### src/rtl/collision_pkg.sv
// collision_pkg: shared state encoding, snapshot/result records and clamp helper for the collision scheduler
package collision_pkg;
   typedef enum logic [2:0] {IDLE, STAIR, MONS, BULL, DONE} state_t;
   localparam int NUM_STAIRS_MAX = 16;
   localparam int KW = $clog2(NUM_STAIRS_MAX);
   localparam int LAND_TOL_DEF = 8;
   localparam int FALL_LIMIT_DEF = 100;
   typedef struct packed {
      logic [9:0] bx, by, bs, step, ss, mx, my, msx, msy, ux, uy, us;
      logic       mact, ufly;
   } snap_t;
   typedef struct packed {
      logic          land;
      logic [KW-1:0] idx;
      logic          death, beat, hit;
   } res_t;
   function automatic logic [10:0] sub_clamp(input logic [10:0] a, input logic [10:0] b);
      return (a > b) ? a - b : 11'd0;
   endfunction
endpackage

### src/rtl/box_cmp.sv
// box_cmp: combinational 11-bit two-axis box overlap test with selectable edge inclusion
module box_cmp
   import collision_pkg::*;
(
   input  logic [10:0] ax, ay, ahx, ahy,
   input  logic [10:0] bx, by, bhx, bhy,
   input  logic        incl,
   output logic        hit
);
   logic [10:0] a_xl, a_xh, a_yl, a_yh, b_xl, b_xh, b_yl, b_yh;
   logic        x_ok, y_ok;
   // box edges (low edges clamp at 0), then per-axis overlap; touching edges count only when incl
   always_comb begin
      a_xl = sub_clamp(ax, ahx);
      a_xh = ax + ahx;
      a_yl = sub_clamp(ay, ahy);
      a_yh = ay + ahy;
      b_xl = sub_clamp(bx, bhx);
      b_xh = bx + bhx;
      b_yl = sub_clamp(by, bhy);
      b_yh = by + bhy;
      x_ok = incl ? (a_xh >= b_xl && a_xl <= b_xh) : (a_xh > b_xl && a_xl < b_xh);
      y_ok = incl ? (a_yh >= b_yl && a_yl <= b_yh) : (a_yh > b_yl && a_yl < b_yh);
      hit  = x_ok && y_ok;
   end
endmodule

### src/rtl/collision_scheduler.sv
// collision_scheduler: per-frame sequencer sharing one box comparator across stair, monster and bullet checks
module collision_scheduler
   import collision_pkg::*;
#(
   parameter int NUM_STAIRS = 14,
   parameter int LAND_TOL   = LAND_TOL_DEF,
   parameter int FALL_LIMIT = FALL_LIMIT_DEF
) (
   input  logic                        Clk,
   input  logic                        Reset,
   input  logic                        frame_clk,
   input  logic [9:0]                  Ball_X_Pos,
   input  logic [9:0]                  Ball_Y_Pos,
   input  logic [9:0]                  Ball_Size,
   input  logic [9:0]                  Ball_Y_Step,
   input  logic [NUM_STAIRS-1:0][9:0]  stair_x,
   input  logic [NUM_STAIRS-1:0][9:0]  stair_y,
   input  logic [9:0]                  stair_size,
   input  logic [9:0]                  monster_x,
   input  logic [9:0]                  monster_y,
   input  logic [9:0]                  monster_size_x,
   input  logic [9:0]                  monster_size_y,
   input  logic                        monster_active,
   input  logic [9:0]                  bullet_x,
   input  logic [9:0]                  bullet_y,
   input  logic [9:0]                  bullet_size,
   input  logic                        bullet_fly,
   output logic                        land,
   output logic [3:0]                  land_idx,
   output logic                        death,
   output logic                        beat_mons,
   output logic                        hit,
   output logic                        done,
   output logic                        busy,
   output logic                        overrun
);
   localparam logic [KW-1:0] K_LAST = KW'(NUM_STAIRS - 1);
   state_t                     state_q, state_d;
   logic [KW-1:0]              k_q, k_d;
   logic [1:0]                 fs_q, fs_d;
   snap_t                      snap_q, snap_d;
   logic [NUM_STAIRS-1:0][9:0] sx_q, sx_d, sy_q, sy_d;
   res_t                       acc_q, acc_d, out_q, out_d;
   logic                       ovr_q, ovr_d;
   logic                       fe, is_st, is_bu, falling, en, chk, cmp_hit;
   logic [10:0]                c_ax, c_ay, c_ahx, c_ahy, c_bx, c_by, c_bhx, c_bhy;

   assign fe = fs_q[0] & ~fs_q[1];

   box_cmp u_cmp (
      .ax(c_ax), .ay(c_ay), .ahx(c_ahx), .ahy(c_ahy),
      .bx(c_bx), .by(c_by), .bhx(c_bhx), .bhy(c_bhy),
      .incl(is_st), .hit(cmp_hit)
   );

   // route the snapshot fields for the current phase into the shared comparator
   always_comb begin
      is_st   = state_q == STAIR;
      is_bu   = state_q == BULL;
      falling = 11'(snap_q.step) < 11'(FALL_LIMIT);
      c_ax    = 11'(is_bu ? snap_q.ux : snap_q.bx);
      c_ahx   = 11'(is_bu ? snap_q.us : snap_q.bs);
      c_ay    = is_st ? 11'(snap_q.by) + 11'(snap_q.bs) + 11'(snap_q.step) : 11'(is_bu ? snap_q.uy : snap_q.by);
      c_ahy   = is_st ? 11'd0 : c_ahx;
      c_bx    = 11'(is_st ? sx_q[k_q] : snap_q.mx);
      c_bhx   = 11'(is_st ? snap_q.ss : snap_q.msx);
      c_by    = 11'(is_st ? sy_q[k_q] : snap_q.my);
      c_bhy   = is_st ? 11'(LAND_TOL) : 11'(snap_q.msy);
      en      = is_st ? falling : snap_q.mact && (!is_bu || snap_q.ufly);
      chk     = cmp_hit && en;
   end

   // sequencing: snapshot on frame edge, scan stairs, monster, bullet, then publish
   always_comb begin
      state_d = state_q;
      k_d     = k_q;
      fs_d    = {fs_q[0], frame_clk};
      snap_d  = snap_q;
      sx_d    = sx_q;
      sy_d    = sy_q;
      acc_d   = acc_q;
      out_d   = out_q;
      ovr_d   = ovr_q | (fe && state_q != IDLE);
      case (state_q)
         IDLE: if (fe) begin
            state_d = STAIR;
            k_d     = '0;
            acc_d   = '0;
            sx_d    = stair_x;
            sy_d    = stair_y;
            snap_d  = '{bx: Ball_X_Pos, by: Ball_Y_Pos, bs: Ball_Size, step: Ball_Y_Step,
                        ss: stair_size, mx: monster_x, my: monster_y, msx: monster_size_x,
                        msy: monster_size_y, ux: bullet_x, uy: bullet_y, us: bullet_size,
                        mact: monster_active, ufly: bullet_fly};
         end
         STAIR: begin
            if (chk && !acc_q.land) begin
               acc_d.land = 1'b1;
               acc_d.idx  = k_q;
            end
            k_d     = k_q + 1'b1;
            state_d = (k_q == K_LAST) ? MONS : STAIR;
         end
         MONS: begin
            acc_d.beat  = chk && falling;
            acc_d.death = chk && !falling;
            state_d     = BULL;
         end
         BULL: begin
            out_d     = acc_q;
            out_d.hit = chk;
            state_d   = DONE;
         end
         default: state_d = IDLE;
      endcase
   end

   // all state registers, cleared by synchronous reset
   always_ff @(posedge Clk) begin
      if (Reset) begin
         state_q <= IDLE;
         k_q     <= '0;
         fs_q    <= '0;
         snap_q  <= '0;
         sx_q    <= '0;
         sy_q    <= '0;
         acc_q   <= '0;
         out_q   <= '0;
         ovr_q   <= 1'b0;
      end else begin
         state_q <= state_d;
         k_q     <= k_d;
         fs_q    <= fs_d;
         snap_q  <= snap_d;
         sx_q    <= sx_d;
         sy_q    <= sy_d;
         acc_q   <= acc_d;
         out_q   <= out_d;
         ovr_q   <= ovr_d;
      end
   end

   assign land      = out_q.land;
   assign land_idx  = out_q.idx;
   assign death     = out_q.death;
   assign beat_mons = out_q.beat;
   assign hit       = out_q.hit;
   assign done      = state_q == DONE;
   assign busy      = state_q inside {STAIR, MONS, BULL};
   assign overrun   = ovr_q;
endmodule

### config.mk
export PLATFORM = sky130hd
export DESIGN_NAME = collision_scheduler
export DESIGN_NICKNAME = d
export VERILOG_FILES = /design/src/rtl/collision_pkg.sv /design/src/rtl/box_cmp.sv /design/src/rtl/collision_scheduler.sv
export SDC_FILE = /design/constraint.sdc
export NUM_CORES = 1
export LEC_CHECK = 0
export ABC_AREA = 1
export BUFFER_PORTS_ARGS = -buffer_cell sky130_fd_sc_hd__buf_4
export CAP_MARGIN = 25
export CORE_ASPECT_RATIO = 1.25
export CORE_UTILIZATION = 40
export CTS_CLUSTER_DIAMETER = 50
export DETAILED_ROUTE_END_ITERATION = 7
export GPL_ROUTABILITY_DRIVEN = 1
export HOLD_SLACK_MARGIN = 0.02
export SYNTH_ARGS = -nofsm -noshare
export SYNTH_HDL_FRONTEND = slang
export SYNTH_HIERARCHICAL = 1
export SYNTH_SLANG_ARGS = --single-unit
### constraint.sdc
create_clock -name Clk -period 6.3 [get_ports Clk]
set_input_delay 0.63 -clock Clk [delete_from_list [all_inputs] [get_ports Clk]]
set_output_delay 0.63 -clock Clk [all_outputs]
set_load 0.005 [all_outputs]
==> reports/metrics.cfg <==
[yosys]
synth.avg_cell_area_sq_um=6.639
synth_warnings=6
syn_area_sq_um=24090
synthCells=3629
yosysSeqAreaShare_pct=35.48
ys_ff_latch=427
synth_cell_types=42

[floorplanning]
io_pins=416
dieArea_sq_um=61230
initial_core_util_pct=40.46
core_area_sq_um=59560
num_rows=100
fp.dieH_microns=276.4
die_w_microns=221.5

[sta]
slew_headroom_pct=40.69
fmax_mhz=182.4
worstMarginPinSlew_ns=0.8897
finalMaxSlewViolations=0
fin_crit_sh_pct=87.04
rsz0062_at_grt=no
finalSetupViolCount=0
final_hold_viol_count=0
setup-tns-final_ns=0
finClkSkew_ns=0.02488
fin_crit_ns=5.484

[placed_design]
place_area_sq_um=27530
hpwlAfterDp_microns=63790
place.gp.congestion=0.9443
io_buffers=415

[layout]
multi_input_area_sq_um=13690
postLayoutCellArea_sq_um=29250
fillers=6204
drive_gt1_share_pct=14.71
final_net_count=4474
area_growth_pct=21.42
register_area_sq_um=8557

[route]
avgRoutedWirePerCell_microns=17.91
ant_nets=0
drt_first_pass_iters=7
via_per_inst=5.122
route.detailed.drc=0
routed-via-count=24160
drt_iter0_markers=1753
wirelength_microns=84450

[pwr]
switching_share_pct=32.70
seqPwrFrac_pct=37.0
leakagePower_uw=0.01356
power_frac_clock_pct=37.0
vdd_drop_max_mv=0.2122
power.switching_uw=2660
p_int_uw=5476
powerDensity_nw_per_um2=278.1
comb_power_share_pct=26.0

[clock_tree]
root_buffer=clkbuf_16
clock_path_buffers=3
cts_hold_buf=0
clkLatencyLatePin_ns=0.61
clk_pin_slew_ns=0.06
cts_made_buffers=48
postCtsSetupBuffers=0
h-tree-depth=2
clock_sinks=427
cts.repair.resized=0
cts_tree=built

[setup_path]
crit_path_top_delay_cell=dfxtp_4
startpoint_type=register
critPathLaunch=k_q[0]
cp-end-kind=register
required_ns=6.82
cp_max_fo=61
crit_arrival_ns=6.01
max_stage_delay_ns=0.57
crit_type=reg2reg
r2r-start=k_q[0]

[flow_run]
cap_violations=0

[global_routing]
grt_max_degree=200
grt_usage_pct=26.81
grt_pass1_wl_microns=129300
antenna_found_initial=1
grt_overflow=0
grt_pass1_vias=23160

[hold_path]
min_path_type=in2reg
hold_start=frame_clk

[status]
outcome=completed

path summary, 6_finish.rpt:
path | cells after the start | slack [ns] | end
max | 30 | 0.82 | acc_q[6]
min | 3 | 0.22 | fs_q[0]
max reg2reg | 30 | 0.82 | acc_q[6]
min reg2reg | 2 | 0.46 | fs_q[1]
routing by layer:
metal	up-vias	part of all wire [%]	track usage (%)	wire (microns)
met1	11080	44	34.35	36950
li1	12300	-	-	-
met4	0	2.6	7.728	2211
met2	673	49	47.25	41310
met3	107	4.7	2.912	3970
met5	-	0	0	0
Yosys cell counts:
cell type | number | share of area (%)
nor2_4 | 1 | 0.047
or2_1 | 1 | 0.026
ha_1 | 139 | 7.2
xor2_1 | 51 | 1.9
inv_1 | 228 | 3.6
and2_1 | 2 | 0.052
nor2b_1 | 1 | 0.026
conb_1 | 1 | 0.016
fa_1 | 19 | 1.6
nand2_2 | 4 | 0.10
or2_2 | 16 | 0.42
xnor2_1 | 2 | 0.073
buf_6 | 3 | 0.14
a21oi_1 | 123 | 2.6
nor2_1 | 1133 | 18
o21ai_0 | 537 | 11
a31oi_1 | 12 | 0.31
o21ai_1 | 67 | 1.4
a21oi_2 | 4 | 0.15
buf_2 | 77 | 1.6
nand4_1 | 23 | 0.60
a21o_1 | 10 | 0.31
inv_2 | 9 | 0.14
o21bai_1 | 9 | 0.28
o22ai_1 | 2 | 0.052
o21ai_2 | 2 | 0.073
buf_1 | 7 | 0.11
a21boi_0 | 2 | 0.062
nor3_2 | 1 | 0.042
nand2_1 | 360 | 5.6
dfxtp_1 | 427 | 35
o211ai_1 | 33 | 1.0
nor3_1 | 38 | 0.79
buf_4 | 12 | 0.37
nand3_1 | 133 | 2.8
nor4_1 | 5 | 0.13
clkbuf_2 | 1 | 0.021
a22o_1 | 3 | 0.11
clkbuf_1 | 124 | 1.9
nand3b_1 | 1 | 0.031
a22oi_1 | 1 | 0.031
nor2_2 | 5 | 0.13
state kept, by name (all words and copies together) (netlist names):
signal     cells
hit            1
snap_q       122
sy_q         140
land           1
beat_mons      1
overrun        1
sx_q         140
land_idx       4
state_q        3
death          1
fs_q           2
k_q            4
acc_q          7
cell families after synthesis:
| group | share of synthesized area, % |
|---|---|
| AO/OA/AOI/OAI | 17.51 |
| XOR/XNOR | 1.927 |
| adder cells (fa/ha/maj) | 8.797 |
| buffers and inverters | 7.867 |
| flip-flops | 35.48 |
| other | 0.01556 |
| AND/OR/NAND/NOR | 28.41 |
cell type report:
class / instances / area share [%]
multi-input cells: 2747 / 46.79
well taps: 765 / 3.272
inverters: 237 / 3.101
diodes: 2 / 0.01711
flip-flops and latches: 427 / 29.25
clock inverters: 20 / 0.9709
repair buffers: 450 / 11.68
clock buffers: 68 / 4.919
through the flow:
| stage | std cells | power [uW] | worst slack [ns] | utilization (%) | hold WS, ns |
|---|---|---|---|---|---|
| floorplan | 3635 | 4482 | 1.629 | - | 0.4293 |
| global placement | 4626 | 5166 | 0.7790 | 46.22 | 0.4439 |
| detailed placement | 4626 | 5171 | 0.8455 | 46.22 | 0.4487 |
| CTS | 4714 | 8179 | 0.7940 | 49.11 | 0.1943 |
| global route | 4715 | 8602 | 0.3147 | 49.12 | 0.2112 |
| finish | 4716 | 8137 | 0.8164 | 49.12 | 0.2205 |
critical path: cells and delay by family, from the launching register on:
kind,cells,cell delay [ns]
AOI/OAI and AO/OA,5,0.79
buffers and inverters,6,1.41
adders and majority gates,3,0.74
DFF,1,0.57
and+or+nand+nor,16,1.89
cells in the final DEF (no fill, tap or decap), types with 19 or more instances in the layout:
master,instances
ha_1,139
o211ai_1,33
o21ai_0,537
nand4_1,23
buf_4,447
xor2_1,51
fa_1,19
o21ai_1,67
nand3_1,133
nand2_1,360
nor3_1,38
clkbuf_16,50
a21oi_1,123
inv_1,225
nor2_1,1132
dfxtp_1,424
power groups by stage:
| stage | logic (uW) | clock network, uW | registers, uW |
|---|---|---|---|
| 6_report | 2120 | 3010 | 3010 |
| 2_1_floorplan | 1460 | 0 | 3020 |
| 3_3_place_gp | 2100 | 0 | 3070 |
| 5_1_grt | 2400 | 3170 | 3030 |
| 4_1_cts | 2110 | 3060 | 3010 |
| 3_5_place_dp | 2100 | 0 | 3070 |
Power figures use the tool's default switching activity.
